===== config.mk =====
export PLATFORM = sky130hd
export DESIGN_NAME = dds_param_rx_flat
export DESIGN_NICKNAME = d
export VERILOG_FILES = /design/src/rtl/dds_param_rx_if.sv /design/src/rtl/dds_param_rx.sv /design/src/flat_wrapper.sv
export SDC_FILE = /design/constraint.sdc
export NUM_CORES = 1
export LEC_CHECK = 0
export BUFFER_PORTS_ARGS = -buffer_cell sky130_fd_sc_hd__clkbuf_2
export CAP_MARGIN = 30
export CORE_ASPECT_RATIO = 1.5
export CORE_MARGIN = 10
export CORE_UTILIZATION = 23
export DETAILED_ROUTE_END_ITERATION = 10
export PLACE_DENSITY = 0.37
export SYNTH_ARGS = -nofsm -noshare
export SYNTH_HDL_FRONTEND = slang
export SYNTH_SLANG_ARGS = --single-unit

===== constraint.sdc =====
create_clock -name CLK -period 3.74 [get_ports CLK]
set_clock_uncertainty 0.2 [all_clocks]
set_input_delay 0.561 -clock CLK [delete_from_list [all_inputs] [get_ports CLK]]
set_output_delay 0.561 -clock CLK [all_outputs]
set_load 0.005 [all_outputs]

===== src/rtl/dds_param_rx_if.sv =====
// Parameter handshake and chirp-output bundle between the pulse-sequencer master
// and the DDS-side receiver.
interface dds_param_rx_if;
  logic        REQ;
  logic [47:0] DDS_freq;
  logic [47:0] DDS_delta_freq;
  logic [31:0] DDS_delta_rate;
  logic        DDS_start;
  logic        ACK;
  logic        PARAM_STB;
  logic        PARAM_VALID;
  logic        RUN;
  logic [47:0] FREQ_CUR;
  logic [47:0] PHASE_ACC;

  modport master (
    output REQ, DDS_freq, DDS_delta_freq, DDS_delta_rate, DDS_start,
    input  ACK, PARAM_STB, PARAM_VALID, RUN, FREQ_CUR, PHASE_ACC
  );

  modport slave (
    input  REQ, DDS_freq, DDS_delta_freq, DDS_delta_rate, DDS_start,
    output ACK, PARAM_STB, PARAM_VALID, RUN, FREQ_CUR, PHASE_ACC
  );
endinterface


===== src/rtl/dds_param_rx.sv =====
// DDS-side receiver: synchronizes REQ/DDS_start, captures chirp parameters under a
// 4-phase handshake and runs the linear-FM frequency/phase accumulators.
module dds_param_rx #(
  parameter int SYNC_STAGES = 2
) (
  input  logic           CLK,
  input  logic           RESET,
  dds_param_rx_if.slave  bus
);

  typedef enum logic {H_IDLE, H_WAIT} hs_state_t;

  logic [SYNC_STAGES-1:0] req_sync;
  logic [SYNC_STAGES-1:0] start_sync;
  logic                   req_s;
  logic                   start_s;
  logic                   start_d;
  logic                   start_rise;
  logic                   start_fall;

  hs_state_t   state;
  hs_state_t   state_next;
  logic        capture;
  logic        ack_next;

  logic        ack;
  logic        param_stb;
  logic        param_valid;
  logic [47:0] sh_freq;
  logic [47:0] sh_dfreq;
  logic [31:0] sh_rate;

  logic        run;
  logic [47:0] freq_cur;
  logic [47:0] phase_acc;
  logic [47:0] act_dfreq;
  logic [31:0] act_rate;
  logic [31:0] rate_cnt;

  always_ff @(posedge CLK) begin
    if (RESET) begin
      req_sync   <= '0;
      start_sync <= '0;
      start_d    <= 1'b0;
    end else begin
      req_sync   <= {req_sync[SYNC_STAGES-2:0], bus.REQ};
      start_sync <= {start_sync[SYNC_STAGES-2:0], bus.DDS_start};
      start_d    <= start_s;
    end
  end

  assign req_s      = req_sync[SYNC_STAGES-1];
  assign start_s    = start_sync[SYNC_STAGES-1];
  assign start_rise = start_s & ~start_d;
  assign start_fall = ~start_s & start_d;

  always_ff @(posedge CLK) begin
    if (RESET) state <= H_IDLE;
    else       state <= state_next;
  end

  always_comb begin
    state_next = state;
    case (state)
      H_IDLE:  if (req_s)  state_next = H_WAIT;
      H_WAIT:  if (!req_s) state_next = H_IDLE;
      default: state_next = H_IDLE;
    endcase
  end

  always_comb begin
    capture  = 1'b0;
    ack_next = 1'b0;
    case (state)
      H_IDLE: begin
        capture  = req_s;
        ack_next = req_s;
      end
      H_WAIT:  ack_next = req_s;
      default: ack_next = 1'b0;
    endcase
  end

  always_ff @(posedge CLK) begin
    if (RESET) begin
      ack         <= 1'b0;
      param_stb   <= 1'b0;
      param_valid <= 1'b0;
      sh_freq     <= '0;
      sh_dfreq    <= '0;
      sh_rate     <= '0;
    end else begin
      ack       <= ack_next;
      param_stb <= capture;
      if (capture) begin
        param_valid <= 1'b1;
        sh_freq     <= bus.DDS_freq;
        sh_dfreq    <= bus.DDS_delta_freq;
        sh_rate     <= bus.DDS_delta_rate;
      end
    end
  end

  // Reads the shadows as registered, so a capture in the start cycle only affects the next burst.
  always_ff @(posedge CLK) begin
    if (RESET) begin
      run       <= 1'b0;
      freq_cur  <= '0;
      phase_acc <= '0;
      act_dfreq <= '0;
      act_rate  <= '0;
      rate_cnt  <= '0;
    end else if (start_rise && param_valid) begin
      run       <= 1'b1;
      freq_cur  <= sh_freq;
      act_dfreq <= sh_dfreq;
      act_rate  <= sh_rate;
      rate_cnt  <= '0;
      phase_acc <= '0;
    end else if (start_fall) begin
      run       <= 1'b0;
      phase_acc <= '0;
    end else if (run) begin
      phase_acc <= phase_acc + freq_cur;
      if (rate_cnt == act_rate) begin
        rate_cnt <= '0;
        freq_cur <= freq_cur + act_dfreq;
      end else begin
        rate_cnt <= rate_cnt + 32'd1;
      end
    end
  end

  assign bus.ACK         = ack;
  assign bus.PARAM_STB   = param_stb;
  assign bus.PARAM_VALID = param_valid;
  assign bus.RUN         = run;
  assign bus.FREQ_CUR    = freq_cur;
  assign bus.PHASE_ACC   = phase_acc;

endmodule


===== src/flat_wrapper.sv =====
// flat-port wrapper written by rule: the top's interface ports become plain ports
module dds_param_rx_flat 
#(
  parameter int SYNC_STAGES = 2
)
  (CLK, RESET, bus_REQ, bus_DDS_freq, bus_DDS_delta_freq, bus_DDS_delta_rate, bus_DDS_start, bus_ACK, bus_PARAM_STB, bus_PARAM_VALID, bus_RUN, bus_FREQ_CUR, bus_PHASE_ACC);
  dds_param_rx_if bus_i ();
  input  logic CLK;
  input  logic RESET;
  input wire logic [$bits(bus_i.REQ)-1:0] bus_REQ;
  input wire logic [$bits(bus_i.DDS_freq)-1:0] bus_DDS_freq;
  input wire logic [$bits(bus_i.DDS_delta_freq)-1:0] bus_DDS_delta_freq;
  input wire logic [$bits(bus_i.DDS_delta_rate)-1:0] bus_DDS_delta_rate;
  input wire logic [$bits(bus_i.DDS_start)-1:0] bus_DDS_start;
  output wire logic [$bits(bus_i.ACK)-1:0] bus_ACK;
  output wire logic [$bits(bus_i.PARAM_STB)-1:0] bus_PARAM_STB;
  output wire logic [$bits(bus_i.PARAM_VALID)-1:0] bus_PARAM_VALID;
  output wire logic [$bits(bus_i.RUN)-1:0] bus_RUN;
  output wire logic [$bits(bus_i.FREQ_CUR)-1:0] bus_FREQ_CUR;
  output wire logic [$bits(bus_i.PHASE_ACC)-1:0] bus_PHASE_ACC;
  assign bus_i.REQ = bus_REQ;
  assign bus_i.DDS_freq = bus_DDS_freq;
  assign bus_i.DDS_delta_freq = bus_DDS_delta_freq;
  assign bus_i.DDS_delta_rate = bus_DDS_delta_rate;
  assign bus_i.DDS_start = bus_DDS_start;
  assign bus_ACK = bus_i.ACK;
  assign bus_PARAM_STB = bus_i.PARAM_STB;
  assign bus_PARAM_VALID = bus_i.PARAM_VALID;
  assign bus_RUN = bus_i.RUN;
  assign bus_FREQ_CUR = bus_i.FREQ_CUR;
  assign bus_PHASE_ACC = bus_i.PHASE_ACC;
  dds_param_rx #(.SYNC_STAGES(SYNC_STAGES)) u_core (.CLK(CLK), .RESET(RESET), .bus(bus_i));
endmodule

# After elaboration in Yosys (flattened, before gate mapping)
# Index checks and enable logic that the tools add are counted.
[totals]
regBits = 346
out_inout_bits = 100
word_cells = 43
[classes]
addsub = 3
n_eq_ne = 2
n_mux = 9
bitwise_logic = 5
reduce_logical = 8
[ops]
columns = ["op", "count"]
rows = [
  ["$mux W48", 4],
  ["$add A48 B48 Y48", 2],
  ["$add A32 B1 Y32 const B", 1],
  ["$eq A32 B32 Y1", 1],
  ["$mux W32", 1],
  ["$reduce_bool A2 Y1", 3],
  ["$mux W1", 4],
  ["$not A1 Y1", 3],
  ["$reduce_and A3 Y1", 1],
  ["$reduce_or A3 Y1", 1],
  ["$and A1 B1 Y1", 2],
  ["$ne A2 B2 Y1 const B", 1],
  ["$reduce_and A2 Y1", 1],
  ["$reduce_or A2 Y1", 1],
  ["$logic_and A1 B1 Y1", 1],
]

# Logic depth before layout (Yosys ltp)
# Gate-level depths: netlist (run 1).
[depth]
depth_word = 5
ltp_mapped = 13

# Worst setup path before layout (run 1)
# No wires, ideal clock.
[synth_timing]
path_type = "register -> register"
startpoint = "register u_core.freq_cur[1], in the netlist u_core.bus.FREQ_CUR[1]"
endpoint = "register u_core.freq_cur[47], in the netlist u_core.bus.FREQ_CUR[47]"
setup_ns = 0.088
t_arrival_ns = 3.008
required_time_ns = 3.452
setup_slack_ns = 0.443
stages_incl_launch_ff = 12
period_less_slack_ns = 3.297
cell_sequence = "dfxtp_1 ha_1 a211oi_2 o211a_1 nor3_2 a221o_2 a2111oi_4 nor4b_2 a211oi_2 xor2_1 or3_2 a311oi_2"
[synth_between]
elab_chain_cells = 5
[synth_rtl]
columns = ["element", "line", "text"]
rows = [
  ["start, declared", "dds_param_rx.sv:34", "logic [47:0] freq_cur;"],
  ["start signal, assigned", "dds_param_rx.sv:115", "freq_cur <= sh_freq;"],
  ["start signal, assigned", "dds_param_rx.sv:127", "freq_cur <= freq_cur + act_dfreq;"],
  ["$add A48 B48 Y48", "dds_param_rx.sv:127", ""],
  ["$mux W48", "dds_param_rx.sv:125", "if (rate_cnt == act_rate) begin"],
  ["$mux W48", "dds_param_rx.sv:123", "end else if (run) begin"],
  ["$mux W48", "dds_param_rx.sv:120", "end else if (start_fall) begin"],
  ["$mux W48", "dds_param_rx.sv:113", "end else if (start_rise && param_valid) begin"],
]
# No other way between the ends. The select of a mux whose other input is x is not followed.
# A chain may end at the register's enable or synchronous reset.

# Final worst setup path (run 1)
[layout_timing]
startpoint = "register u_core.freq_cur[0], in the netlist u_core.bus.FREQ_CUR[0]"
endpoint = "register u_core.phase_acc[38], in the netlist u_core.bus.PHASE_ACC[38]"
[layout_between]
elab_chain_cells = 1
[layout_rtl]
columns = ["element", "line", "text"]
rows = [
  ["$add A48 B48 Y48", "dds_param_rx.sv:124", "phase_acc <= phase_acc + freq_cur;"],
  ["end signal, assigned", "dds_param_rx.sv:124", ""],
  ["end, declared", "dds_param_rx.sv:35", "logic [47:0] phase_acc;"],
]
# No other way between the ends.

==> results of run 1 <==
Yosys cell counts (9+ instances only):
| master | instances |
|---|---|
| o21ai_0 | 81 |
| o21bai_1 | 15 |
| dfxtp_1 | 345 |
| or3_1 | 14 |
| o21a_1 | 11 |
| nor2_1 | 163 |
| nand2b_1 | 9 |
| nor3_1 | 23 |
| nand4_1 | 27 |
| a31oi_1 | 20 |
| a311oi_1 | 15 |
| buf_1 | 10 |
| a211oi_1 | 18 |
| clkbuf_1 | 110 |
| nor2b_1 | 18 |
| a21oi_1 | 333 |
| inv_1 | 32 |
| xor2_1 | 55 |
| xnor2_1 | 82 |
| a21o_1 | 47 |
| nand2_1 | 568 |
| and3_1 | 17 |
| o211ai_1 | 12 |
| ha_1 | 95 |
| nand3_1 | 49 |
| mux2i_1 | 36 |
worst max-delay path, cell delays in order, from the launching register on:
cell      delay (ns)
dfxtp_2         0.37
ha_1            0.22
inv_1           0.07
fa_1            0.41
nand2b_1        0.19
a21oi_1         0.26
o211ai_1        0.22
nand4b_1        0.23
o21ai_0         0.11
buf_4           0.17
a211o_1         0.31
a21boi_0        0.29
nor3_1          0.07
nand3b_1        0.16
a21oi_1         0.16
cell families (layout without fill, tap and decap cells):
logic type	count (synthesis)	count (layout)	synth area share (%)
AND/OR/NAND/NOR	932	932	22.0
adder cells (fa/ha/maj)	97	97	6.76
flip-flops	345	345	38.0
buffers and inverters	166	493	3.85
XOR/XNOR	137	137	6.60
AO/OA/AOI/OAI	617	617	20.6
multiplexers	39	39	2.17
other	0	1	0
cells in the final DEF (no fill, tap or decap), drive strengths merged, types with 12 or more instances in the layout:
cell type / n
dfxtp: 345
nor2: 163
o21ai: 84
nor2b: 18
buf: 70
inv: 33
o21bai: 15
a31oi: 20
xnor2: 82
nand4: 27
a311oi: 16
and3: 18
xor2: 55
or3: 15
o211ai: 12
ha: 95
a211oi: 23
clkbuf: 295
nand3: 49
nor3: 25
a21oi: 336
nand2: 568
a21o: 48
mux2i: 36
dlygate4sd3: 84
state kept, by name, summed over array words and instances (netlist names), 32 cells and up:
signal                cells
u_core.act_dfreq         48
u_core.bus.PHASE_ACC     48
u_core.bus.FREQ_CUR      48
u_core.sh_freq           48
u_core.rate_cnt          32
u_core.sh_rate           32
u_core.act_rate          32
u_core.sh_dfreq          48
worst max-delay path by stage:
stage / from / endpoint / slack (ns) / cells after the start
after detailed placement: u_core.bus.FREQ_CUR[6] / u_core.bus.PHASE_ACC[43] / 0.16 / 11
after CTS: u_core.bus.FREQ_CUR[1] / u_core.bus.FREQ_CUR[47] / 0.14 / 11
after global routing: u_core.bus.FREQ_CUR[10] / u_core.bus.FREQ_CUR[40] / 0.03 / 11
after floorplan: u_core.bus.FREQ_CUR[1] / u_core.bus.FREQ_CUR[47] / 0.44 / 11
after global placement: u_core.bus.FREQ_CUR[0] / u_core.bus.FREQ_CUR[40] / 0.17 / 13
final: u_core.bus.FREQ_CUR[0] / u_core.bus.PHASE_ACC[38] / 0.20 / 14
layout make-up:
cell class                      count  area (um2)
Clock inverter                     12         145
Clock buffer                       64        1260
Sequential cell                   345        6910
Tap cell                         1024        1280
Inverter                           32         120
Antenna cell                        1        2.50
Multi-Input combinational cell   1822       10600
Timing Repair Buffer              385        2590
Fill cell                        8639       55600
report_power, final:
| part | leakage, nW | switching (mW) | internal [mW] |
|---|---|---|---|
| Clock | 0.695 | 1.72 | 2.54 |
| Combinational | 5.84 | 0.265 | 0.194 |
| Sequential | 2.79 | 0.0391 | 3.73 |
per-stage QoR:
step                      power (mW)  setup WS, ns  instances  utilization, %
final                           8.49         0.201       3685            29.2
after detailed placement        4.25         0.156       3523            26.3
after global placement          4.25         0.168       3523            26.3
after floorplan                 4.05         0.443       2333               -
after CTS                       8.71         0.136       3683            29.2
after global routing            8.85        0.0252       3685            29.2
routing by layer:
layer / global-route usage, % / up-vias
met5: 0 / -
met4: 3.83 / 2
met3: 2.59 / 68
met2: 26.7 / 289
met1: 17.8 / 8013
li1: - / 8680
what timing repair did:
action / 4_1_cts / 5_1_grt
setup buffers: 0 / 1
endpoints found under the setup margin: 0 / 5
hold endpoints to repair: 84 / 0
resized for setup: 0 / 11
hold buffers: 84 / 0
==> metrics.md, run 1 <==
| Metric | Value |
|---|---|
| Status | finished clean |
| Clk Latency, worst-skew pair | 0.59 ns |
| Total grt overflow | 0 |
| Initial drt markers | 685 |
| CTS buffer count | between 40 and 50 |
| Max_cap viols | 0 |
| Tightest Pin Transition | ~0.84 ns |
| Seq/Total Area, Yosys | 38.0% |
| WL met1 | between 30000 and 40000 um |
| Cells on worst reg2reg path | 14 |
| Lkg Pwr | 9.32 nW |
| GRT Total Usage | ~15% |
| Number of synthesized flops with an enable pin | 0 |
| Seq cells post-synth | ~350 |
| Crit share post-route | 94.6% |
| Data required, critical path | 4.04 ns |
| Synth top area cells | dfxtp_1 38%, nand2_1 12%, a21oi_1 9.2% |
| # IOs | 232 |
| Cell count after synthesis | between 2000 and 2500 |
| Max Used Layer | met5 |
| HP Start | bus_DDS_freq[7] |
| Ys async rst share | 0% |
| Syn_area_per_cell | 7.79 um2 |
| Total Wirelength | 70200 um |
| Setup-failing EPs final | 0 |
| Fraction of layout cells with a size suffix above 1 | roughly 16% |
| CTS sink cnt | 345 |
| Die Y-Extent | approximately 360 um |
| Critical Path AT | 3.84 ns |
| Fin area | 0.0230 mm2 |
| Number of buffers added on ports | 231 |
| Mapped Area | approximately 0.018 mm2 |
| Worst reg2reg endpoint | u_core.bus.PHASE_ACC[38] |
| DRT Pass-1 Iters | 5 |
| Core Region | 0.0785 mm2 |
| Final Hold Vio Count | 0 |
| Antenna viol nets, final | 0 |
| WHS | 0.0363 ns |
| Post-synth cell types | 78 |
| Post-DR wirelength/cell | 19.0 um |
| Drt drc | 0 |
| VDD IR-drop max | 252 uV |
| Area after DPL | 0.0206 mm2 |
| WS Path Type | reg2reg |
| Largest net degree at the start of global routing | 156 |
| Worst reg2reg startpoint | u_core.bus.FREQ_CUR[0] |
| Setup_tns | 0 ns |
| Vias in the first global route | 17131 |
| Root Buffer | clkbuf_16 |
| DR WL met3 | 2600 um |
| Vias | about 17000 |
| Area Overhead vs Synth | 26.3% |
| Internal reg-to-reg setup slack | ~0.20 ns |
| Fin. max-slew vios | 0 |
| Nets | 2857 |
| HPWL after detailed placement | 53500 um |
| Initial antenna violation count | 3 |
| Starting Density | 23.1% |
| RSZ-0062 raised after global routing | false |
| PwrDens | about 370 mW/mm2 |
| # H-tree levels | 2 |
| Worst-path maximum fanout | 3 |
| First-pass GRT wire length | 106000 um |
| Hold Path Sink | u_core.sh_freq[7] |
| FP Rows | 126 |
| Rel. slew slack | 43.9% |
| Achievable Freq | 283 MHz |
| Worst hold path depth | 3 |
| CTS tree | yes |
| Clock buffer depth | 3 |
| Crit start category | flip-flop |
| Die ar. | a little over 0.09 mm2 |
| Min cycle time layout | 3.54 ns |
| Synth top area share | 38.0% |
| Clk slew on worst S/H paths | about 0.06 ns |
| Syn_nets | approximately 2600 |
| Die W | 250 um |
| Top_reg_cell synth | dfxtp_1 |
| Type of destination of the critical path | flip-flop |
| YS warnings | 0 |
| DR vias/cell | 4.63 |
| Worst min path class | in2reg |
| Yosys top cell by area | dfxtp_1 |
| Metal2 WL | 35300 um |
| GPL Wtd Cong | 0.839 |
Note: power is estimated with default switching activity, not from simulation.
==> run 2: changes to the inputs <==
--- a/config.mk
+++ b/config.mk
@@ -7,7 +7,6 @@
 export LEC_CHECK = 0
 export BUFFER_PORTS_ARGS = -buffer_cell sky130_fd_sc_hd__clkbuf_2
 export CAP_MARGIN = 30
-export CORE_ASPECT_RATIO = 1.5
 export CORE_MARGIN = 10
 export CORE_UTILIZATION = 23
 export DETAILED_ROUTE_END_ITERATION = 10
==> run 2 against run 1 <==
  * Sequential share of layout area fell by 0.36 points
  * Design area rose by 1.2%
  * Via count rose by 1.1%
  * Utilization rose by 0.31 points
  * Maximum frequency fell by 0.86%
  * First-iteration DRC count rose by 29%
  * Combinational power rose by 3%
  * Critical path type unchanged
  * Global-route usage rose by 0.12 points
==> metrics.md, run 2 (same netlist as run 1, synthesis figures left out) <==
| Metric | Value |
|---|---|
| Status | finished clean |
| Lkg Pwr | approximately 9.4 nW |
| RSZ-0062 raised after global routing | false |
| Clk slew on worst S/H paths | 0.06 ns |
| Worst-path maximum fanout | 3 |
| Core Region | 0.0786 mm2 |
| Placed insts | 3547 |
| Critical Path AT | a little under 4 ns |
| Antenna viol nets, final | 0 |
| Clk Latency, worst-skew pair | 0.61 ns |
| Achievable Freq | 280 MHz |
| VDD IR-drop max | 310 uV |
| Most frequent cells in the layout | 568 x nand2_1, 343 x dfxtp_1, 333 x a21oi_1 |
| CTS buffer count | 46 |
| Rel. slew slack | 44.9% |
| GRT Total Usage | 15.0% |
| Die W | approximately 300 um |
| Nets | 2872 |
| Tightest Pin Transition | approximately 0.83 ns |
| Internal reg-to-reg setup slack | 0.17 ns |
| Number of buffers added on ports | 231 |
| Initial drt markers | 881 |
| Vias in the first global route | 17477 |
| # H-tree levels | 2 |
| Fraction of layout cells with a size suffix above 1 | 15.6% |
| WS Path Type | reg2reg |
| First-pass GRT wire length | ~110000 um |
| Total Wirelength | roughly 70000 um |
| Most common cell after layout, fill and taps aside | nand2_1 |
| Max_cap viols | 0 |
| CTS tree | yes |
| Drt drc | 0 |
| Crit start category | flip-flop |
| Starting Density | 23.1% |
| HP Start | bus_DDS_delta_freq[18] |
| Root Buffer | clkbuf_16 |
| Post-Layout Cell Count | ~3700 |
| Fillers | between 8000 and 9000 |
| Final Hold Vio Count | 0 |
| Total power | 8.85 mW |
| Setup crit start | u_core.act_dfreq[1] |
| Die Y-Extent | 301 um |
| Largest net degree at the start of global routing | 156 |
| Vias | about 17000 |
| # diodes | 0 |
| Crit share post-route | 95.4% |
| Type of destination of the critical path | flip-flop |
| Area Overhead vs Synth | 27.8% |
| Fin. max-slew vios | 0 |
| Worst reg2reg startpoint | u_core.act_dfreq[1] |
| # IOs | 232 |
| Setup_tns | 0 ns |
| Worst min path class | in2reg |
| DR vias/cell | 4.63 |
| Clock buffer depth | 3 |
| CTS sink cnt | 345 |
| GPL Wtd Cong | 0.880 |
| Min cycle time layout | 3.57 ns |
| Data required, critical path | 4.06 ns |
| WHS | ~0.037 ns |
| Die ar. | 0.0907 mm2 |
| Initial antenna violation count | 1 |
| Setup-failing EPs final | 0 |
| FP Rows | between 100 and 150 |
| PwrDens | 381 mW/mm2 |
| Post-DR wirelength/cell | 18.7 um |
| DRT Pass-1 Iters | 5 |
| HPWL after detailed placement | around 53000 um |
| Total grt overflow | 0 |
-- run 2: cell type report --
type / instances / area, um2 / share of cell area [%]
tap: 1050 / 1310 / 5.65
timing repair buffer: 396 / 2700 / 11.6
multi-input combinational: 1822 / 10600 / 45.7
sequential: 345 / 6910 / 29.7
inverter: 32 / 120 / 0.517
clock inverter: 19 / 325 / 1.40
clock buffer: 57 / 1250 / 5.39
-- run 2: worst paths after layout --
kind,endpoint,cells past startpoint
worst min-delay path,u_core.sh_dfreq[18],3
worst max register to register,u_core.bus.FREQ_CUR[47],11
worst max-delay path,u_core.bus.FREQ_CUR[47],11
worst min register to register,u_core.act_dfreq[37],2
-- run 2: power breakdown --
group,switching (mW),internal [mW],leakage (nW)
clock network,1.81,2.79,0.767
logic,0.271,0.204,5.88
registers,0.0397,3.74,2.79
-- run 2: timing repair --
action,CTS,global route
endpoints found under the hold margin,97,0
hold buffers,97,0
gates resized for setup,0,5
buffers inserted,0,0
setup endpoints to repair,0,6
-- run 2: routing by layer --
metal / up-vias / wire, um / GRT usage [%]
li1: 8709 / - / -
met1: 8143 / 33600 / 20.4
met2: 312 / 31600 / 24.3
met4: 0 / 1150 / 3.12
met5: - / 0 / 0
met3: 69 / 3120 / 2.68
-- run 2: metrics by stage --
step	setup WS, ns	cell area (um2)	util, %
global placement	0.223	20600	26.3
CTS	0.148	23200	29.5
global route	0.00378	23200	29.6
detailed placement	0.130	20600	26.3
floorplan	0.443	18200	-
finish	0.171	23200	29.6
-- run 2: worst max-delay path: stages (launching register included) --
cell,delay (ns)
dfxtp_1,0.32
ha_1,0.30
a211oi_2,0.28
o211a_1,0.26
nor3_2,0.07
a221o_2,0.44
a2111oi_4,0.47
nor4b_2,0.11
a211oi_2,0.25
xor2_1,0.11
or3_2,0.43
a311oi_2,0.27
==> run 3: changes to the inputs <==
==> constraint.sdc (replaced) <==
create_clock -name CLK -period 3.8 [get_ports CLK]
set_clock_uncertainty 0.2 [all_clocks]
set_input_delay 0.57 -clock CLK [delete_from_list [all_inputs] [get_ports CLK]]
set_output_delay 0.57 -clock CLK [all_outputs]
set_load 0.005 [all_outputs]
==> run 3 against run 2 <==
  * Global-route usage hardly changed
  * Worst hold slack got worse by 0.013 ns
  * Clock power decreased by 3%
  * Critical path type unchanged
  * Total power is 2.8% lower
==> metrics.md, run 3 (same netlist as run 1, synthesis figures left out) <==
| Metric | Value |
|---|---|
| Status | finished clean |
| Clock share of power | 51.8% |
| Largest net degree at the start of global routing | 156 |
| Achievable Freq | 280 MHz |
| Die Y-Extent | 301 um |
| Crit share post-route | 94.1% |
| Setup_tns | 0 ns |
| Internal power | between 6 and 7 mW |
| Antenna viol nets, final | 0 |
| Max_cap viols | 0 |
| DRT Pass-1 Iters | 5 |
| CTS sink cnt | roughly 350 |
| Final WS setup | 0.223 ns |
| Worst min path class | in2reg |
| Clk Latency, worst-skew pair | between 0.6 and 0.7 ns |
| Fillers | 8647 |
| Clock buffer depth | 3 |
| # H-tree levels | 2 |
| Post-DR wirelength/cell | ~19 um |
| RSZ-0062 raised after global routing | false |
| DR vias/cell | ~4.7 |
| Total power | 8.61 mW |
| Die W | 301 um |
| Root Buffer | clkbuf_16 |
| Vias in the first global route | 16795 |
| Critical Path AT | approximately 4 ns |
| VDD IR-drop max | 324 uV |
| Area Overhead vs Synth | 25.0% |
| Initial drt markers | 919 |
| Drt drc | 0 |
| PwrDens | between 300 and 400 mW/mm2 |
| GPL Wtd Cong | 0.860 |
| Vias | roughly 17000 |
| Type of destination of the critical path | flip-flop |
| Worst hold path depth | 3 |
| Die ar. | ~0.091 mm2 |
| Area after DPL | between 0.02 and 0.025 mm2 |
| First-pass GRT wire length | 105000 um |
| Setup WS pre-CTS | about 0.17 ns |
| Number of buffers added on ports | 231 |
| Fin. max-slew vios | 0 |
| Postcts setup bufs | 0 |
| WS Path Type | reg2reg |
| Sw Ratio | roughly a quarter |
| # diodes | 0 |
| Fin area | 0.0227 mm2 |
| CTS buffer count | 45 |
| Most frequent cells in the layout | 568 x nand2_1, 344 x dfxtp_1, 333 x a21oi_1 |
| Final Hold Vio Count | 0 |
| Post-layout util | 28.9% |
| Fraction of layout cells with a size suffix above 1 | roughly 15% |
| Cells on worst reg2reg path | 11 |
| Combinational group share of total power | approximately 5.1% |
| Crit start category | flip-flop |
| Most common cell after layout, fill and taps aside | nand2_1 |
| Lkg Pwr | 9.19 nW |
| Total Wirelength | 69500 um |
| Worst-path maximum fanout | 4 |
| CTS tree | yes |
| Nets | ~2800 |
| GRT Total Usage | between 10% and 20% |
| Initial antenna violation count | 0 |
| Seq pwr share | 43.2% |
| Data required, critical path | 4.13 ns |
| Total grt overflow | 0 |
| Core Region | 0.0786 mm2 |
| Tightest Pin Transition | 0.728 ns |
| # IOs | 232 |
| FP Rows | 103 |
| Min cycle time layout | around 3.6 ns |
| Net switching power | 2.08 mW |
| Clk slew on worst S/H paths | 0.06 ns |
| Internal reg-to-reg setup slack | 0.22 ns |
| Starting Density | 23.1% |
| Rel. slew slack | 51.5% |
| HPWL after detailed placement | around 53000 um |
| Setup-failing EPs final | 0 |
==> run 3: path summary, 6_finish.rpt <==
check / from / endpoint
max: u_core.bus.FREQ_CUR[1] / u_core.bus.FREQ_CUR[47]
min reg2reg: u_core.sh_freq[13] / u_core.bus.FREQ_CUR[13]
max reg2reg: u_core.bus.FREQ_CUR[1] / u_core.bus.FREQ_CUR[47]
min: bus_DDS_delta_rate[15] / u_core.sh_rate[15]
==> run 3: critical path, stage by stage (launching register included) <==
cell and delay, ns:
dfxtp_1 0.34, ha_1 0.33, a211oi_2 0.27, o211a_1 0.26, nor3_2 0.08, a221o_2 0.44
a2111oi_4 0.45, nor4b_2 0.10, a211oi_2 0.24, xor2_1 0.11, or3_2 0.43, a311oi_2 0.25
==> run 3: power by group through the flow <==
stage	clock network [mW]	logic, mW	registers (mW)
4_1_cts	4.61	0.447	3.71
5_1_grt	4.74	0.487	3.72
3_5_place_dp	0	0.400	3.79
2_1_floorplan	0	0.206	3.78
6_report	4.45	0.437	3.72
3_3_place_gp	0	0.398	3.79
==> run 3: through the flow <==
stage,cells,hold WS (ns)
floorplan,2333,0.214
global placement,3534,0.223
detailed placement,3534,0.228
CTS,3672,0.00250
global route,3672,0.0152
finish,3672,0.0247
==> run 3: timing repair <==
| action | in CTS | in global routing |
|---|---|---|
| setup endpoints to repair | 0 | 2 |
| hold buffers | 57 | 0 |
| gates resized for setup | 0 | 2 |
| endpoints found under the hold margin | 57 | 0 |
==> run 3: layout make-up <==
type	instances	area (um2)	area share, %
Clock buffer	64	1300	5.71
Multi-Input combinational cell	1822	10600	46.6
Inverter	32	120	0.529
Sequential cell	345	6910	30.4
Timing Repair Buffer	342	2220	9.75
Clock inverter	17	272	1.19
Tap cell	1050	1310	5.78
==> run 3: routing by layer <==
layer | vias to the layer above | share of wire [%] | routed length [um] | global-route usage, %
li1 | 8587 | - | - | -
met4 | 0 | 2.2 | 1550 | 3.78
met1 | 8076 | 49 | 34300 | 20.9
met5 | - | 0 | 0 | 0
met2 | 343 | 44 | 30700 | 23.4
met3 | 78 | 4.2 | 2950 | 2.47
